--- config.mk ---
export PLATFORM = sky130hd
export DESIGN_NAME = shift_sequencer
export DESIGN_NICKNAME = d
export VERILOG_FILES = /design/src/rtl/shift_seq_pkg.sv /design/src/rtl/seq_down_counter.sv /design/src/rtl/shift_sequencer.sv
export SDC_FILE = /design/constraint.sdc
export NUM_CORES = 1
export LEC_CHECK = 0
export CORE_UTILIZATION = 43
export DETAILED_ROUTE_END_ITERATION = 10
export GPL_TIMING_DRIVEN = 1
export PLACE_DENSITY = 0.94
export SYNTH_ARGS = -nofsm -noshare
export SYNTH_HDL_FRONTEND = slang
export SYNTH_SLANG_ARGS = --single-unit
--- constraint.sdc ---
create_clock -name c -period 4.88 [get_ports c]
set_input_delay 0.976 -clock c [delete_from_list [all_inputs] [get_ports c]]
set_output_delay 0.976 -clock c [all_outputs]
set_load 0.02 [all_outputs]
--- src/rtl/shift_seq_pkg.sv ---
// Shared types and register-mode encodings for the shift sequencer.
package shift_seq_pkg;

  typedef enum logic [1:0] {
    IDLE  = 2'd0,
    LOAD  = 2'd1,
    SHIFT = 2'd2,
    DONE  = 2'd3
  } state_t;

  // {l,r} encodings understood by the universal shift register
  localparam logic [1:0] MODE_HOLD = 2'b00;
  localparam logic [1:0] MODE_SHR  = 2'b01;
  localparam logic [1:0] MODE_SHL  = 2'b10;
  localparam logic [1:0] MODE_LOAD = 2'b11;

endpackage

--- src/rtl/seq_down_counter.sv ---
// Loadable down-counter that stops at zero and flags the terminal value 1.
module seq_down_counter #(
  parameter int CNT_W = 4
) (
  input  logic             c,
  input  logic             nrst,
  input  logic             load,
  input  logic             dec,
  input  logic [CNT_W-1:0] load_val,
  output logic [CNT_W-1:0] cnt,
  output logic             one
);

  always_ff @(posedge c or negedge nrst) begin
    if (!nrst)
      cnt <= '0;
    else if (load)
      cnt <= load_val;
    else if (dec && (cnt != '0))
      cnt <= cnt - 1'b1;
  end

  assign one = (cnt == CNT_W'(1));

endmodule

--- src/rtl/shift_sequencer.sv ---
// Command sequencer for an 8-bit universal shift register: optional load,
// then a counted run of fill/rotate shifts, streaming out departing bits.
//
// state | meaning
// IDLE  | ready for a command; register held
// LOAD  | parallel-load latched data
// SHIFT | one shift per cycle until the counter reaches 1
// DONE  | one-cycle completion pulse; q holds the result
module shift_sequencer
  import shift_seq_pkg::*;
#(
  parameter int W     = 8,
  parameter int CNT_W = 4
) (
  input  logic             c,
  input  logic             nrst,
  input  logic             cmd_valid,
  output logic             cmd_ready,
  input  logic             cmd_load,
  input  logic             cmd_dir,
  input  logic             cmd_rot,
  input  logic             cmd_fill,
  input  logic [CNT_W-1:0] cmd_cnt,
  input  logic [W-1:0]     cmd_data,
  output logic             l,
  output logic             r,
  output logic             i,
  output logic [W-1:0]     d,
  input  logic [W-1:0]     q,
  output logic             so,
  output logic             so_valid,
  output logic             done
);

  state_t           state, state_nxt;
  logic             dir_q, rot_q, fill_q;
  logic [W-1:0]     data_q;
  logic [1:0]       mode;
  logic             cnt_load, cnt_dec, cnt_one;
  logic [CNT_W-1:0] cnt;
  logic             depart;

  always_ff @(posedge c or negedge nrst) begin
    if (!nrst)
      state <= IDLE;
    else
      state <= state_nxt;
  end

  // Command fields are captured only on the handshake, so later cmd_* wiggles are ignored
  always_ff @(posedge c or negedge nrst) begin
    if (!nrst) begin
      dir_q  <= 1'b0;
      rot_q  <= 1'b0;
      fill_q <= 1'b0;
      data_q <= '0;
    end else if (cmd_valid && cmd_ready) begin
      dir_q  <= cmd_dir;
      rot_q  <= cmd_rot;
      fill_q <= cmd_fill;
      data_q <= cmd_data;
    end
  end

  seq_down_counter #(.CNT_W(CNT_W)) u_cnt (
    .c        (c),
    .nrst     (nrst),
    .load     (cnt_load),
    .dec      (cnt_dec),
    .load_val (cmd_cnt),
    .cnt      (cnt),
    .one      (cnt_one)
  );

  assign depart = dir_q ? q[W-1] : q[0];

  always_comb begin
    state_nxt = state;
    mode      = MODE_HOLD;
    cmd_ready = 1'b0;
    so_valid  = 1'b0;
    done      = 1'b0;
    cnt_load  = 1'b0;
    cnt_dec   = 1'b0;
    i         = 1'b0;
    case (state)
      IDLE: begin
        cmd_ready = 1'b1;
        if (cmd_valid) begin
          cnt_load = 1'b1;
          if (cmd_load)
            state_nxt = LOAD;
          else if (cmd_cnt != '0)
            state_nxt = SHIFT;
          else
            state_nxt = DONE;
        end
      end
      LOAD: begin
        mode      = MODE_LOAD;
        state_nxt = (cnt != '0) ? SHIFT : DONE;
      end
      SHIFT: begin
        mode     = dir_q ? MODE_SHL : MODE_SHR;
        so_valid = 1'b1;
        i        = rot_q ? depart : fill_q;
        cnt_dec  = 1'b1;
        if (cnt_one)
          state_nxt = DONE;
      end
      DONE: begin
        done      = 1'b1;
        state_nxt = IDLE;
      end
      default: state_nxt = IDLE;
    endcase
  end

  assign {l, r} = mode;
  assign d      = data_q;
  assign so     = depart;

endmodule

* Word level (Yosys, flattened, before mapping) *
Index checks and enable logic that the tools add are counted.
Widths: inputs -> output; s select.

word-level totals
  logic and storage cells = 38
  register bits = 17

operators by class
  equal/unequal tests = 6
  mux-type cells = 18
  add/subtract/negate cells = 1
  reduce and logical (&&, ||, !) cells = 7

operator list
  cell                 number
  $mux 1               10
  $mux 2               4
  $mux 4               2
  $pmux 2 s4           1
  $reduce_bool 4->1    2
  $eq 2x2->1 const B   2
  $eq 4x1->1 const B   1
  $ne 2x2->1 const B   2
  $pmux 2 s2           1
  $sub 4x1->4 const B  1
  $eq 2x1->1 const B   1
  $logic_and 1x1->1    2
  $logic_not 2->1      1
  $reduce_and 2->1     1
  $reduce_bool 2->1    1

* Depth between registers and ports, before layout *
  depth in word-level cells = 5
  depth in mapped cells = 6

* By module *
A second synthesis with hierarchy kept.

unflattened totals
  cells, all modules = 82
  area total of the unflattened synthesis = 992.2 um2

by module, submodules not included
  module            seq. area each (um2)  cells an instance  area an instance (um2)  instances
  shift_sequencer   325.3                 53                 709.4                   1
  seq_down_counter  100.1                 29                 282.8                   1

* Worst setup path before layout *
OpenSTA, ideal clock, no wires.

  path kind = input to output
  from = in q[7]
  to = out i
  data arrival time = 1,556 ps
  path slack = 2,348 ps
  stages = 3
  buffers on the path = 0
  cell sequence = mux2_2 > mux2i_1 > nor2_1

on the way
  word-level cells in the longest chain between the ends = 3

ends and longest elaborated chain
  what         line                    text
  from (decl)  shift_sequencer.sv:29   input logic [W-1:0] q,
  $mux 1       shift_sequencer.sv:75   assign depart = dir_q ? q[W-1] : q[0];
  $mux 1       shift_sequencer.sv:106  i = rot_q ? depart : fill_q;
  $mux 1       shift_sequencer.sv:86   case (state)
  to (decl)    shift_sequencer.sv:27   output logic i,

No other way between the ends.

* Worst setup path after layout *
Same ends and word-level chain as after synthesis.

==> impl_metrics.json <==
{
  "ant_nets": 0,
  "firstDrtPassIters": 4,
  "clock_skew_ns": 0.00354,
  "antenna_found_initial": 0,
  "hpwl_um": 1520,
  "min_period_ns": 3.38,
  "grt_pass1_vias": 695,
  "filler_cell_count": 172,
  "cts_buffers": 3,
  "status": "completed",
  "fin_total_pwr_mw": 0.838,
  "clock_sinks": 17,
  "synth_top_flop_cell": "dfrtp_1",
  "cpMostUsedCell": "clkdlybuf4s50_1",
  "drt-wirelength-per-cell_um": 13.7,
  "via_count": 744,
  "rsz0062_at_grt": "false",
  "initialDrtViolationCount": 13,
  "syn_avg_cell_area_um2": 11.4,
  "fin_area_mm2": 0.00131,
  "drv_cap": 0,
  "max_freq_mhz": 296,
  "final_hold_viol_count": 0,
  "core_area_mm2": 0.00196,
  "routed_wl_um": 1970,
  "grt_use_total_pct": 19.4,
  "syn2layout_area_growth_pct": 44.9,
  "ys_seq_area_share_pct": 47.1,
  "tns_ns": 0,
  "synth_fp_nets": 112,
  "start_kind": "primary input",
  "die_area_mm2": 0.00229,
  "nets": 151,
  "layout_common_cells": "clkdlybuf4s50_1, dfrtp_1, mux2_2, nor2_1",
  "htreeDepth": 1,
  "critPathMaxStageDelay_ns": 0.53,
  "grt_max_degree": 20,
  "clock_latency_ns": 0.29,
  "synth-xor-area-share_pct": 0,
  "synth_compound_area_share_pct": 7.76,
  "num_rows": 16,
  "netlist-cell-type-count": 25,
  "grt-ovfl-total": 0,
  "clkTransAtPathRegs_ns": 0.10,
  "ys_warn_count": 0,
  "cts_root_buf": "clkbuf_4",
  "slew_headroom_pct": 49.7,
  "yosys.area_share.simple_pct": 13.9,
  "die_y_um": 47.8,
  "slowest_stage": "clkdlybuf4s50_1",
  "cp-end-kind": "output pin",
  "synthAdderAreaFrac_pct": 8.31,
  "slew_violations": 0,
  "hold_buffers": 0,
  "portBuffers": 35,
  "synth-seq-cells": 17,
  "drc": 0,
  "setup_viol": 0,
  "cts_tree": "done",
  "critPathKind": "primary input to output pin",
  "p_leak_nw": 0.556,
  "synth_top_family_by_area": "multiplexers",
  "initial_utilization_pct": 46.0,
  "synth-edff-count": 0,
  "layout_commonest_cell": "clkdlybuf4s50_1",
  "hold_ws_ns": 0.514,
  "max_slew.worst_pin.slew_ns": 0.752,
  "required_ns": 3.90,
  "cts_resized": 0,
  "vias_per_cell": 5.17,
  "min_period_over_period_pct": 69.3,
  "syn_area_um2": 903,
  "syn_inst": 79,
  "post_dp_cell_area_mm2": 0.00128,
  "grt_first_pass_wirelength_um": 2970,
  "drive_above_1_share_pct": 17.1,
  "muxShareOfSynthArea_pct": 19.5,
  "hp-class": "flip-flop to flip-flop",
  "path_max_fanout": 2,
  "regArea_um2": 425,
  "critPathArrivalTime_ns": 2.41,
  "clk_path_buf_depth": 2,
  "antennaDiodeCount": 0,
  "gp_congestion": 0.848,
  "cp_cell_sequence": "clkdlybuf4s50_1, mux2_2, mux2i_1, nor2_1, clkdlybuf4s50_1",
  "ir_worst_vdd_mv": 0.388,
  "io_pins": 42,
  "multi_input_area_um2": 447,
  "die_w_um": 47.8,
  "synthArstFlopShare_pct": 100,
  "powerDensity_mw_per_mm2": 640,
  "post-cts-setup-buffers": 0
}
==> through the flow <==
stage,utilization (%),worst slack [ns],std cells
2_1_floorplan,-,2.35,79
3_3_place_gp,65.4,1.47,140
3_5_place_dp,65.4,1.49,140
4_1_cts,66.7,1.48,144
5_1_grt,66.7,1.43,144
6_report,66.7,1.50,144
==> synthesized netlist by cell type, types with 2 or more instances <==
| master | number | area (µm²) |
|---|---|---|
| dfrtp_1 | 17 | 425 |
| nor2_1 | 8 | 30.0 |
| or3_1 | 2 | 12.5 |
| inv_1 | 6 | 22.5 |
| mux2i_1 | 3 | 30.0 |
| a31oi_1 | 2 | 12.5 |
| o21ai_0 | 3 | 15.0 |
| ha_1 | 6 | 75.1 |
| mux2_2 | 12 | 135 |
| a21oi_1 | 5 | 25.0 |
==> per-layer routing <==
layer / routed length (µm) / track usage, % / part of all wire, %
met2: 1080 / 35.7 / 55
met5: 0 / 0 / 0
met3: 80 / 3.40 / 4.1
met1: 808 / 21.4 / 41
met4: 6 / 8.89 / 0.30
==> power by group <==
group	switching [mW]	total, mW	leakage (nW)	internal, mW
clock network	0.0421	0.0739	0.0150	0.0317
logic	0.241	0.493	0.341	0.252
registers	0.0562	0.271	0.200	0.215
total	0.339	0.838	0.556	0.499
==> final cells by class <==
cell class / count / share of cell area (%)
timing repair buffer: 35 / 26.8
inverter: 7 / 2.01
multi-input combinational: 54 / 34.1
sequential: 17 / 32.5
clock buffer: 4 / 2.01
tap: 27 / 2.58
==> worst paths after layout <==
| kind | slack (ns) | startpoint | to | cells past startpoint |
|---|---|---|---|---|
| min in group asynchronous | 1.12 | nrst | u_cnt.cnt[1] | 1 |
| hold / removal | 0.51 | d[2] | d[2] | 1 |
| setup reg to reg | 3.24 | u_cnt.cnt[1] | state[1] | 5 |
| max in group asynchronous | 3.28 | nrst | d[7] | 1 |
| setup / recovery | 1.50 | q[7] | i | 5 |
| hold reg to reg | 0.51 | d[2] | d[2] | 1 |
==> flip-flops by register name, summed over array words and instances, names as in the netlist <==
register	cells
rot_q	1
d	8
fill_q	1
dir_q	1
state	2
u_cnt.cnt	4
==> worst max-delay path, delay by kind of cell <==
kind	cells	cell delay, ns
buffers and inverters	2	0.93
multiplexers	2	0.44
AND/OR/NAND/NOR	1	0.06
==> logic make-up after synthesis <==
group / Yosys count
AND/OR/NAND/NOR: 20
flip-flops: 17
multiplexers: 16
AO/OA/AOI/OAI: 12
buffers and inverters: 8
adder cells (fa/ha/maj): 6
Power figures use the tool's default switching activity.
